--- config.mk ---
export PLATFORM = sky130hd
export DESIGN_NAME = updown_step_counter
export DESIGN_NICKNAME = d
export VERILOG_FILES = /design/src/rtl/updown_step_counter.sv
export SDC_FILE = /design/constraint.sdc
export NUM_CORES = 1
export LEC_CHECK = 0
export ABC_AREA = 1
export BUFFER_PORTS_ARGS = -buffer_cell sky130_fd_sc_hd__buf_2
export CAP_MARGIN = 5
export CORE_AREA = 4 4 61 63
export CTS_BUF_LIST = sky130_fd_sc_hd__clkbuf_4 sky130_fd_sc_hd__clkbuf_8
export CTS_CLUSTER_DIAMETER = 200
export CTS_CLUSTER_SIZE = 20
export DETAILED_ROUTE_END_ITERATION = 16
export DIE_AREA = 0 0 65 67
export PLACE_DENSITY = 0.72
export SYNTH_ARGS = -nofsm -noshare
export SYNTH_HDL_FRONTEND = slang
export SYNTH_SLANG_ARGS = --single-unit
--- constraint.sdc ---
create_clock -name clock -period 1.6 [get_ports clock]
set_input_delay 0.32 -clock clock [delete_from_list [all_inputs] [get_ports clock]]
set_output_delay 0.32 -clock clock [all_outputs]
set_load 0.1 [all_outputs]
--- src/rtl/updown_step_counter.sv ---
// updown_step_counter
//   Parametrised up/down step counter with load, hold, and registered status.
//   On each enabled clock the counter loads data_in, steps up by UP_STEP,
//   steps down by DN_STEP, or holds. It also reports carry, borrow, parity,
//   terminal count, and a sticky overflow flag.
//
// Configuration macro:
//   UPDOWN_STEP_COUNTER_SAT_EN - when defined, sat_mode selects saturate (1)
//                                or wrap (0). When undefined, the counter
//                                always wraps and sat_mode is ignored.
//
// Ports:
//   clock       in   single clock, posedge active
//   reset_n     in   synchronous active-low reset
//   en          in   count enable
//   up, down    in   operation select {up,down}:
//                      00 load, 01 down, 10 up, 11 hold
//   data_in     in   [WIDTH] load value
//   limit_in    in   [WIDTH] terminal-count limit value
//   limit_ld    in   load limit_in into the limit register (independent of en)
//   flag_clr    in   clear ovf_sticky (independent of en; a new set wins)
//   sat_mode    in   1 = saturate, 0 = wrap (only used with the macro)
//   count_out   out  [WIDTH] counter value
//   carry_out   out  up-step overflowed on this update
//   borrow_out  out  down-step underflowed on this update
//   parity_out  out  XOR reduction of count_out
//   tc_out      out  count_out equals the limit that was in effect before the edge
//   ovf_sticky  out  latched carry/borrow history
module updown_step_counter #(
    parameter int unsigned WIDTH   = 9,
    parameter int unsigned UP_STEP = 3,
    parameter int unsigned DN_STEP = 5
) (
    input  logic             clock,
    input  logic             reset_n,
    input  logic             en,
    input  logic             up,
    input  logic             down,
    input  logic [WIDTH-1:0] data_in,
    input  logic [WIDTH-1:0] limit_in,
    input  logic             limit_ld,
    input  logic             flag_clr,
    input  logic             sat_mode,
    output logic [WIDTH-1:0] count_out,
    output logic             carry_out,
    output logic             borrow_out,
    output logic             parity_out,
    output logic             tc_out,
    output logic             ovf_sticky
);

    typedef logic [WIDTH:0]   ext_t;
    typedef logic [WIDTH-1:0] cnt_t;

    localparam ext_t UP_EXT = ext_t'(UP_STEP);
    localparam ext_t DN_EXT = ext_t'(DN_STEP);

    logic [WIDTH-1:0] limit_q;
    logic [WIDTH-1:0] count_nxt;
    logic             carry_nxt;
    logic             borrow_nxt;
    ext_t             sum_c;
    ext_t             diff_c;

    // Both step results are computed one bit wider. The extra top bit is
    // the carry or borrow.
    assign sum_c  = {1'b0, count_out} + UP_EXT;
    assign diff_c = {1'b0, count_out} - DN_EXT;

`ifndef UPDOWN_STEP_COUNTER_SAT_EN
    logic unused_sat_mode;
    assign unused_sat_mode = sat_mode;
`endif

    // Next-count selection and carry/borrow generation
    always_comb begin
        count_nxt  = count_out;
        carry_nxt  = 1'b0;
        borrow_nxt = 1'b0;
        if (en) begin
            unique case ({up, down})
                2'b00: count_nxt = data_in;
                2'b01: begin
                    borrow_nxt = diff_c[WIDTH];
                    count_nxt  = diff_c[WIDTH-1:0];
`ifdef UPDOWN_STEP_COUNTER_SAT_EN
                    if (sat_mode && diff_c[WIDTH]) begin
                        count_nxt = '0;
                    end
`endif
                end
                2'b10: begin
                    carry_nxt = sum_c[WIDTH];
                    count_nxt = sum_c[WIDTH-1:0];
`ifdef UPDOWN_STEP_COUNTER_SAT_EN
                    if (sat_mode && sum_c[WIDTH]) begin
                        count_nxt = '1;
                    end
`endif
                end
                default: count_nxt = count_out;
            endcase
        end
    end

    // State and registered status
    always_ff @(posedge clock) begin
        if (!reset_n) begin
            count_out  <= '0;
            carry_out  <= 1'b0;
            borrow_out <= 1'b0;
            parity_out <= 1'b0;
            tc_out     <= 1'b0;
            ovf_sticky <= 1'b0;
            limit_q    <= '1;
        end else begin
            count_out  <= count_nxt;
            carry_out  <= carry_nxt;
            borrow_out <= borrow_nxt;
            parity_out <= ^count_nxt;
            // The comparison uses the limit in effect before this edge.
            tc_out     <= (count_nxt == cnt_t'(limit_q));
            if (limit_ld) begin
                limit_q <= limit_in;
            end
            if (carry_nxt || borrow_nxt) begin
                ovf_sticky <= 1'b1;
            end else if (flag_clr) begin
                ovf_sticky <= 1'b0;
            end
        end
    end

endmodule
==> results of run 1 <==
## through the flow
step	worst slack (ns)	setup TNS (ns)
6_report	-0.180	-0.287
5_1_grt	-0.268	-0.536
4_1_cts	-0.122	-0.265
3_5_place_dp	-0.157	-0.314
3_3_place_gp	-0.150	-0.293
2_1_floorplan	-0.162	-0.253
## cells in the mapped netlist, drive strengths merged, types with 2 or more instances
cell	count
nand2	100
nand3	39
inv	29
nor2	25
dfxtp	23
a21oi	9
o21ai	8
nand4	5
nor3	3
xor2	3
clkbuf	2
## worst reg2reg max path, cell delays in order, from the launching register on
cell and delay, ns:
dfxtp_4 0.38, inv_4 0.07, ha_4 0.17, inv_4 0.05, nand2_4 0.10, nand2_2 0.05
nand2_1 0.05, nand3_1 0.08, nand3_2 0.10, nand2_4 0.07, buf_6 0.12, nand2_1 0.04
o21ai_1 0.05, nor3_1 0.17, nand3_1 0.11, nor2_1 0.11
## kinds of logic after synthesis
group | after synthesis | synth area share [%]
xor gates and xnor gates | 4 | 2.34
AOI/OAI and AO/OA | 20 | 7.59
and+or+nand+nor | 174 | 49.8
DFF | 23 | 30.7
adders and majority gates | 1 | 0.834
buffers and inverters | 33 | 8.76
## cell type report
cell class,count,area [sq um]
multi-input combinational,199,1030
fill,325,1040
tap,46,57.6
timing repair buffer,71,472
inverter,30,120
clock inverter,1,5.00
clock buffer,3,22.5
sequential,23,492
## registers in the layout, summed over array words and instances (netlist names)
signal      count
borrow_out      1
carry_out       1
count_out       9
limit_q         9
ovf_sticky      1
parity_out      1
tc_out          1
## worst min-delay path by stage
stage | from | end | slack (ns) | depth (start not counted)
floorplan | reset_n | ovf_sticky$_SDFFE_PN0P_ | 0.43 | 1
global placement | limit_q[6]$_SDFFE_PN1P_ | limit_q[6]$_SDFFE_PN1P_ | 0.46 | 2
detailed placement | limit_q[2]$_SDFFE_PN1P_ | limit_q[2]$_SDFFE_PN1P_ | 0.46 | 2
CTS | limit_in[5] | limit_q[5]$_SDFFE_PN1P_ | 0.21 | 3
global route | limit_in[3] | limit_q[3]$_SDFFE_PN1P_ | 0.21 | 3
finish | limit_in[5] | limit_q[5]$_SDFFE_PN1P_ | 0.21 | 3
## layer usage
layer,vias to the layer above,wire length (um)
li1,957,-
met1,780,1870
met2,38,2130
met3,4,168
met4,0,38
met5,-,0
## power by group through the flow
stage	clock, mW	sequential (mW)	combinational [mW]
4_1_cts	0.271	0.656	0.771
5_1_grt	0.296	0.662	0.887
2_1_floorplan	0	0.851	0.321
3_3_place_gp	0	0.667	0.709
6_report	0.264	0.655	0.812
3_5_place_dp	0	0.668	0.719
## timing repair
item                       CTS  global route
setup endpoints to repair    2             4
buffers inserted             7             4
pin swaps                   10            11
resized for setup           16            16
==> results.py, run 1 <==
metrics = {
    "status": {
        "status": "finished with violations",
        "violations": "setup timing",
    },
    "final_layout": {
        "stdcell_count": 373,
        "final_cell_mix": "nand2_1, buf_2, nand3_1, buf_4, inv_1",
        "layout-drive-gt1-share_pct": 36.7,
        "insertedDiodeCount": 0,
        "synthToLayoutAreaGrowth_pct": 46.3,
        "nNetsFinal": 355,
        "final_common_cell": "nand2_1",
        "postLayoutCellArea_sq_um": 2190,
        "final_core_util_pct": 67.9,
    },
    "floorplanning": {
        "fp.dieH_um": 67,
        "dieArea_sq_um": 4360,
        "die_w_um": 65,
        "ioPinCount": 40,
        "start_util_pct": 46.4,
        "coreArea_sq_um": 3230,
        "rows": 21,
    },
    "synth": {
        "ys_warn_count": 0,
        "synth_area_per_cell_sq_um": 5.88,
        "ys_ff_latch": 23,
        "synthArstFlopShare_pct": 0,
        "synthFlopType": "dfxtp_1",
        "netlist_area_sq_um": 1500,
        "yosys.area.top_type": "dfxtp_1",
        "synth_cells": 255,
        "synth_cell_type_count": 26,
        "synth_top_area_share_pct": 30.7,
        "syn_nets": 282,
        "synth_edf_count": 0,
        "yosysSeqAreaShare_pct": 30.7,
        "yosys-top-cells-area": "dfxtp_1, nand2_1, nand3_1",
    },
    "global_route": {
        "antenna_found_initial": 0,
        "grt_usage_pct": 20.3,
        "use_met3_pct": 1.52,
        "grt_max_degree": 15,
        "grt_pass1_wl_um": 6930,
        "use_met2_pct": 39.1,
        "grt_use_met1_pct": 23.9,
        "grt_pass1_vias": 1581,
        "busiest_layer": "met2",
        "grt_overflow": 0,
    },
    "route": {
        "antenna_left": 0,
        "wl_per_cell_um": 11.3,
        "routed_via_density": 4.77,
        "drc": 0,
        "via_count": 1779,
        "drt_wl_total_um": 4210,
        "drt_iter0_drc": 109,
        "dr.pass1.iters": 4,
    },
    "clock_tree": {
        "clock_latency_ns": 0.31,
        "clock_sinks": 23,
        "cts_made_buffers": 3,
        "cts_buffer_depth": 2,
        "ctsHoldBuffers": 0,
        "cts_root_buf": "clkbuf_4",
        "clk_pin_slew_ns": 0.12,
        "cts_max_level": 1,
        "cts_tree": "yes",
    },
    "placement": {
        "placed_cells": 361,
        "dpl.hpwl_um": 3290,
        "gp_congestion": 0.914,
        "port_buffers": 38,
        "dpl-instance-area_sq_um": 2000,
    },
    "timing": {
        "clock_skew_ns": 0.00368,
        "fin_crit_sh_pct": 111,
        "final-hold-violation-count": 0,
        "timing.fmax_ghz": 0.562,
        "worstMarginPinSlew_ns": 0.487,
        "max_slew_margin_pct": 67.8,
        "finalWorstPathRequiredPeriod_ns": 1.78,
        "holdWs_ns": 0.210,
        "setup_viol": 2,
        "fin_ws_ns": -0.180,
        "rsz0062_at_grt": "true",
        "maxSlewViolCount": 0,
    },
    "worst_setup_path": {
        "ff2ff_path_depth": 15,
        "cp-start-kind": "flip-flop",
        "cp_num_cells": 15,
        "cp_top_family": "simple AND/OR/NAND/NOR gates",
        "crit_path_top_delay_cell": "dfxtp_4",
        "critPathRequiredTime_ns": 1.86,
        "cp_cell_sequence": "inv_4, ha_4, inv_4, nand2_4, nand2_2, nand2_1, nand3_1, nand3_2, nand2_4, buf_6, nand2_1, o21ai_1, nor3_1, nand3_1, nor2_1",
        "cp.arrival_ns": 2.04,
        "slowest_delay_ns": 0.38,
        "r2r-end": "tc_out$_SDFF_PN0_",
        "path_buf_inv": 3,
        "cp-endpoint": "tc_out$_SDFF_PN0_",
        "r2r_start": "count_out[1]$_SDFF_PN0_",
        "cp_max_fo": 5,
        "regToRegSetupSlack_ns": -0.18,
        "crit_path_end_kind": "flip-flop",
        "critPathKind": "reg2reg",
        "startpoint": "count_out[1]$_SDFF_PN0_",
    },
    "power": {
        "power_density_nw_per_um2": 789,
        "swShare_pct": 42.5,
        "p_seq_share_pct": 37.8,
        "p_clk_share_pct": 15.3,
        "leakage_nw": 1.19,
        "combPwrFrac_pct": 46.9,
        "p_sw_mw": 0.735,
        "p_int_mw": 0.997,
        "finalPower_mw": 1.73,
        "peakVddDrop_mv": 0.598,
    },
    "min_path": {
        "min_path_type": "in2reg",
    },
    "flow_run": {
        "max_cap_violations": 0,
    },
}
Note: power is estimated with default switching activity, not from simulation.
==> inputs of run 2 (changes only) <==
==> config.mk (replaced) <==
export PLATFORM = sky130hd
export DESIGN_NAME = updown_step_counter
export DESIGN_NICKNAME = d
export VERILOG_FILES = /design/src/rtl/updown_step_counter.sv
export SDC_FILE = /design/constraint.sdc
export NUM_CORES = 1
export LEC_CHECK = 0
export ABC_AREA = 1
export CAP_MARGIN = 5
export CORE_AREA = 4 4 60 62
export CTS_BUF_LIST = sky130_fd_sc_hd__clkbuf_4 sky130_fd_sc_hd__clkbuf_8
export CTS_CLUSTER_DIAMETER = 150
export CTS_CLUSTER_SIZE = 20
export DETAILED_ROUTE_END_ITERATION = 16
export DIE_AREA = 0 0 64 66
export DONT_BUFFER_PORTS = 1
export MAX_ROUTING_LAYER = met4
export PLACE_DENSITY = 0.63
export SYNTH_ARGS = -nofsm -noshare
export SYNTH_HDL_FRONTEND = slang
export SYNTH_SLANG_ARGS = --single-unit
==> run 2 against run 1 <==
  * The flow still finishes with violations (setup timing)
  * Register-to-register slack gained 0.05 ns
  * Worst setup slack gained 0.051 ns
  * Non-clock buffer count shrank 23
  * Clock-buffer cell count grew 1
  * Final area shrank 2.7%
  * Clock skew grew 0.0011 ns
  * Routed wire length shrank 0.69%
  * Critical path depth shrank 2
  * Sequential share of layout area grew 0.63 points
  * Worst hold slack lost 0.13 ns
  * Sequential cell count is the same
  * Largest cell class unchanged
  * Highest routed layer unchanged
==> results.py, run 2 (same netlist as run 1, synthesis figures left out) <==
metrics = {
    "status": {
        "status": "finished with violations",
        "violations": "setup timing",
    },
    "min_path": {
        "min_from": "reset_n",
        "min_path_type": "in2reg",
    },
    "final_layout": {
        "insertedDiodeCount": 0,
        "final_common_cell": "nand2_1",
        "synthToLayoutAreaGrowth_pct": 42.3,
        "largestRegisters": "count_out (9), limit_q (9)",
        "nNetsFinal": 332,
        "postLayoutCellArea_sq_um": 2130,
        "final_cell_mix": "nand2_1, buf_4, nand3_1, inv_1, nor2_1",
        "stdcell_count": 348,
        "layout-drive-gt1-share_pct": 34.2,
    },
    "flow_run": {
        "max_cap_violations": 0,
    },
    "timing": {
        "worstMarginPinSlew_ns": 0.309,
        "max_slew_margin_pct": 79.4,
        "rsz0062_at_grt": "true",
        "setup_viol": 2,
        "fin_ws_ns": -0.128,
        "timing.fmax_ghz": 0.579,
        "finalWorstPathRequiredPeriod_ns": 1.73,
        "clock_skew_ns": 0.00483,
        "timing.setup.tns_ns": -0.250,
        "fin_crit_sh_pct": 108,
        "final-hold-violation-count": 0,
        "maxSlewViolCount": 0,
    },
    "worst_setup_path": {
        "critPathRequiredTime_ns": 1.86,
        "crit_path_end_kind": "flip-flop",
        "cp.arrival_ns": 1.99,
        "startpoint": "count_out[0]$_SDFF_PN0_",
        "critPathKind": "reg2reg",
        "r2r_start": "count_out[0]$_SDFF_PN0_",
        "cp-start-kind": "flip-flop",
        "cp_max_fo": 5,
    },
    "clock_tree": {
        "clk_pin_slew_ns": 0.12,
        "cts_made_buffers": 3,
        "clock_latency_ns": 0.31,
        "cts_root_buf": "clkbuf_4",
        "cts_tree": "yes",
        "clock_sinks": 23,
        "cts_buffer_depth": 2,
        "cts_max_level": 1,
    },
    "global_route": {
        "grt_pass1_wl_um": 7040,
        "antenna_found_initial": 0,
        "grt_max_degree": 15,
        "grt_usage_pct": 21.7,
        "grt_pass1_vias": 1571,
        "grt_overflow": 0,
    },
    "route": {
        "via_count": 1694,
        "antenna_left": 0,
        "drt_wl_total_um": 4180,
        "wl_per_cell_um": 12.0,
        "drt_iter0_drc": 100,
        "drc": 0,
        "dr.pass1.iters": 4,
        "routed_via_density": 4.87,
    },
    "power": {
        "finalPower_mw": 1.75,
        "leakage_nw": 1.10,
        "power_density_nw_per_um2": 819,
        "peakVddDrop_mv": 0.757,
    },
    "placement": {
        "gp_congestion": 0.886,
        "placed_cells": 340,
        "port_buffers": 0,
        "dpl.hpwl_um": 3240,
        "dpl-instance-area_sq_um": 1930,
    },
    "floorplanning": {
        "start_util_pct": 49.5,
        "coreArea_sq_um": 3030,
        "fp.dieH_um": 66,
        "ioPinCount": 40,
        "die_w_um": 64,
        "dieArea_sq_um": 4220,
        "rows": 20,
    },
}
==> run 2: changes by cell type in the layout (fill, tap and decap cells not counted), sizes merged <==
| cell | delta |
|---|---|
| buf | -22 |
| clkinv | -1 |
==> run 2: worst paths after layout <==
check	slack (ns)	endpoint	cells past startpoint
hold reg to reg	0.49	limit_q[4]$_SDFFE_PN1P_	2
setup reg to reg	-0.13	tc_out$_SDFF_PN0_	13
hold / removal	0.08	limit_q[3]$_SDFFE_PN1P_	1
setup / recovery	-0.13	tc_out$_SDFF_PN0_	13
==> run 2: what timing repair did <==
item	in CTS	in global routing
hold endpoints to repair	0	0
pin swaps	11	20
gates resized for setup	11	24
setup endpoints to repair	2	2
hold buffers	0	0
cloned	0	0
buffers inserted	3	1
==> run 2: power breakdown <==
part	leakage [nW]	internal, mW	switching, mW
registers	0.196	0.614	0.0414
logic	0.885	0.289	0.520
clock network	0.0184	0.114	0.170
total	1.10	1.02	0.731
==> run 2: through the flow <==
stage,util [%],setup slack (ns),hold slack (ns)
2_1_floorplan,-,-0.162,0.434
3_3_place_gp,63.8,-0.122,0.407
3_5_place_dp,63.8,-0.148,0.410
4_1_cts,67.0,-0.116,0.0801
5_1_grt,70.5,-0.266,0.0555
6_report,70.5,-0.128,0.0826
==> run 2: layer usage <==
metal / up-vias / share of wire, % / global-route usage (%)
met5: - / 0 / -
met3: 5 / 4.4 / 1.02
met2: 36 / 49 / 38.6
li1: 912 / - / -
met1: 741 / 46 / 26.2
met4: 0 / 1.3 / 7.28
==> run 2: layout make-up <==
cell class                 instances  area [sq um]
sequential                        23           492
multi-input combinational        199          1070
timing repair buffer              48           364
fill                             292           893
inverter                          30           123
tap                               44          55.1
clock buffer                       4          30.0
==> run 2: worst max-delay path: stages (launching register included) <==
cell     delay (ns)
dfxtp_4        0.39
inv_4          0.04
ha_4           0.18
inv_6          0.09
nand2_8        0.07
nand3_1        0.07
nand3_1        0.09
nand3_2        0.10
nand2_4        0.08
nand2_1        0.06
o21ai_0        0.08
nor3_1         0.23
nand3_1        0.10
nor2_1         0.10
==> inputs of run 3 (changes only) <==
--- a/config.mk
+++ b/config.mk
@@ -6,16 +6,16 @@
 export NUM_CORES = 1
 export LEC_CHECK = 0
 export ABC_AREA = 1
+export BUFFER_PORTS_ARGS = -buffer_cell sky130_fd_sc_hd__buf_2
 export CAP_MARGIN = 5
-export CORE_AREA = 4 4 60 62
+export CORE_AREA = 2 2 59 61
 export CTS_BUF_LIST = sky130_fd_sc_hd__clkbuf_4 sky130_fd_sc_hd__clkbuf_8
 export CTS_CLUSTER_DIAMETER = 150
 export CTS_CLUSTER_SIZE = 20
 export DETAILED_ROUTE_END_ITERATION = 16
-export DIE_AREA = 0 0 64 66
-export DONT_BUFFER_PORTS = 1
+export DIE_AREA = 0 0 61 63
 export MAX_ROUTING_LAYER = met4
-export PLACE_DENSITY = 0.63
+export PLACE_DENSITY = 0.72
 export SYNTH_ARGS = -nofsm -noshare
 export SYNTH_HDL_FRONTEND = slang
 export SYNTH_SLANG_ARGS = --single-unit
==> constraint.sdc (replaced) <==
create_clock -name clock -period 1.6 [get_ports clock]
set_input_delay 0.4 -clock clock [delete_from_list [all_inputs] [get_ports clock]]
set_output_delay 0.4 -clock clock [all_outputs]
set_load 0.1 [all_outputs]
==> run 3 against run 2 <==
  * The run still ends with setup timing left
  * Clock power about the same
  * Sequential power is 0.9% higher
  * Power is 2.6% higher
  * Final area increased by 7.3%
  * Global-route usage increased by 2.0 points
  * Sequential share of layout area decreased by 1.6 points
==> results.py, run 3 (same netlist as run 1, synthesis figures left out) <==
metrics = {
    "status": {
        "status": "finished with violations",
        "violations": "setup timing",
    },
    "final_layout": {
        "final_common_cell": "nand2_1",
        "synthToLayoutAreaGrowth_pct": 52.6,
        "fillers": 304,
        "final_cell_mix": "nand2_1, buf_2, buf_4, inv_1, nand3_1",
        "postLayoutCellArea_sq_um": 2290,
        "nNetsFinal": 353,
        "final_core_util_pct": 70.8,
        "layout-drive-gt1-share_pct": 40.6,
        "insertedDiodeCount": 0,
        "largestRegisters": "count_out (9), limit_q (9)",
    },
    "route": {
        "routed_via_density": 4.96,
        "via_count": 1842,
        "drt_iter0_drc": 104,
        "dr.pass1.iters": 4,
        "drc": 0,
        "antenna_left": 0,
        "drt_wl_total_um": 4340,
        "wl_per_cell_um": 11.7,
    },
    "timing": {
        "fin_ws_ns": -0.163,
        "timing.fmax_ghz": 0.567,
        "fin_crit_sh_pct": 110,
        "max_slew_margin_pct": 68.0,
        "rsz0062_at_grt": "true",
        "final-hold-violation-count": 0,
        "maxSlewViolCount": 0,
        "holdWs_ns": 0.279,
        "clock_skew_ns": 0.00578,
        "setup_viol": 2,
        "worstMarginPinSlew_ns": 0.483,
        "finalWorstPathRequiredPeriod_ns": 1.76,
        "timing.setup.tns_ns": -0.304,
    },
    "worst_setup_path": {
        "cp-start-kind": "flip-flop",
        "cp.arrival_ns": 2.02,
        "crit_path_end_kind": "flip-flop",
        "ff2ff_path_depth": 15,
        "startpoint": "count_out[0]$_SDFF_PN0_",
        "cp_max_fo": 4,
        "r2r_start": "count_out[0]$_SDFF_PN0_",
        "critPathRequiredTime_ns": 1.86,
        "critPathKind": "reg2reg",
    },
    "global_route": {
        "grt_pass1_wl_um": 6930,
        "grt_max_degree": 15,
        "grt_pass1_vias": 1623,
        "grt_overflow": 0,
        "antenna_found_initial": 0,
        "grt_usage_pct": 23.7,
    },
    "placement": {
        "gp_congestion": 0.907,
        "port_buffers": 38,
        "dpl.hpwl_um": 3130,
        "dpl-instance-area_sq_um": 2030,
        "pre_cts_slack_ns": -0.276,
    },
    "min_path": {
        "min_from": "limit_in[2]",
        "min_path_cells": 3,
        "min_path_type": "in2reg",
    },
    "power": {
        "p_seq_share_pct": 36.8,
        "peakVddDrop_mv": 0.596,
        "p_sw_mw": 0.763,
        "leakage_nw": 1.21,
        "p_int_mw": 1.03,
        "combPwrFrac_pct": 47.3,
        "power_density_nw_per_um2": 784,
        "p_clk_share_pct": 15.9,
        "swShare_pct": 42.5,
    },
    "floorplanning": {
        "ioPinCount": 40,
        "coreArea_sq_um": 3230,
        "fp.dieH_um": 63,
        "die_w_um": 61,
        "start_util_pct": 46.4,
        "dieArea_sq_um": 3840,
        "rows": 21,
    },
    "clock_tree": {
        "clock_sinks": 23,
        "cts_tree": "yes",
        "clock_latency_ns": 0.32,
        "clk_pin_slew_ns": 0.12,
        "cts_made_buffers": 3,
        "cts_root_buf": "clkbuf_4",
        "cts_buffer_depth": 2,
        "ctsHoldBuffers": 0,
        "cts_max_level": 1,
    },
    "flow_run": {
        "max_cap_violations": 0,
    },
}
==> run 3: power by group through the flow <==
stage                     clock, mW  combinational, mW  sequential, mW
after floorplan                   0              0.321           0.851
after global placement            0              0.724           0.667
after detailed placement          0              0.734           0.667
after CTS                     0.292              0.763           0.655
after global routing          0.326              0.927           0.667
final                         0.285              0.849           0.661
==> run 3: repair_timing <==
| item | 4_1_cts | 5_1_grt |
|---|---|---|
| setup endpoints to repair | 5 | 6 |
| pin swaps | 5 | 23 |
| resized for setup | 13 | 40 |
| setup buffers | 1 | 2 |
==> run 3: worst max-delay path, stage by stage (launching register included) <==
cell and delay, ns:
dfxtp_4 0.37, inv_4 0.06, buf_4 0.12, nand2_4 0.06, nand2_4 0.09, nand2_4 0.06, nand2_1 0.06, nand2_1 0.07
nand3_2 0.11, nand2_2 0.07, buf_6 0.12, nand2_1 0.05, o21ai_1 0.07, nor3_2 0.18, nand3_1 0.10, nor2_1 0.12
==> run 3: area by class of cell <==
type                    instances  area, sq um  area share [%]
flip-flops and latches         23          492            21.5
inverters                      30          120            5.25
repair buffers                 69          474            20.7
clock buffers                   4         30.0            1.31
well taps                      46         57.6            2.51
multi-input cells             199         1120            48.7
==> run 3: metrics by stage <==
stage | instances | power [mW]
after floorplan | 255 | 1.17
after global placement | 364 | 1.39
after detailed placement | 364 | 1.40
after CTS | 369 | 1.71
after global routing | 371 | 1.92
final | 371 | 1.79
==> run 3: layer usage <==
metal / global-route usage, % / vias to the layer above / share of wire (%)
li1: - / 954 / -
met1: 30.2 / 832 / 44
met2: 38.3 / 50 / 51
met3: 2.07 / 6 / 4.1
met4: 8.42 / 0 / 1.5
met5: - / - / 0
==> run 3: path summary, 6_finish.rpt <==
kind,end,slack (ns)
max,tc_out$_SDFF_PN0_,-0.16
min,limit_q[2]$_SDFFE_PN1P_,0.28
max reg2reg,tc_out$_SDFF_PN0_,-0.16
min reg2reg,limit_q[2]$_SDFFE_PN1P_,0.49
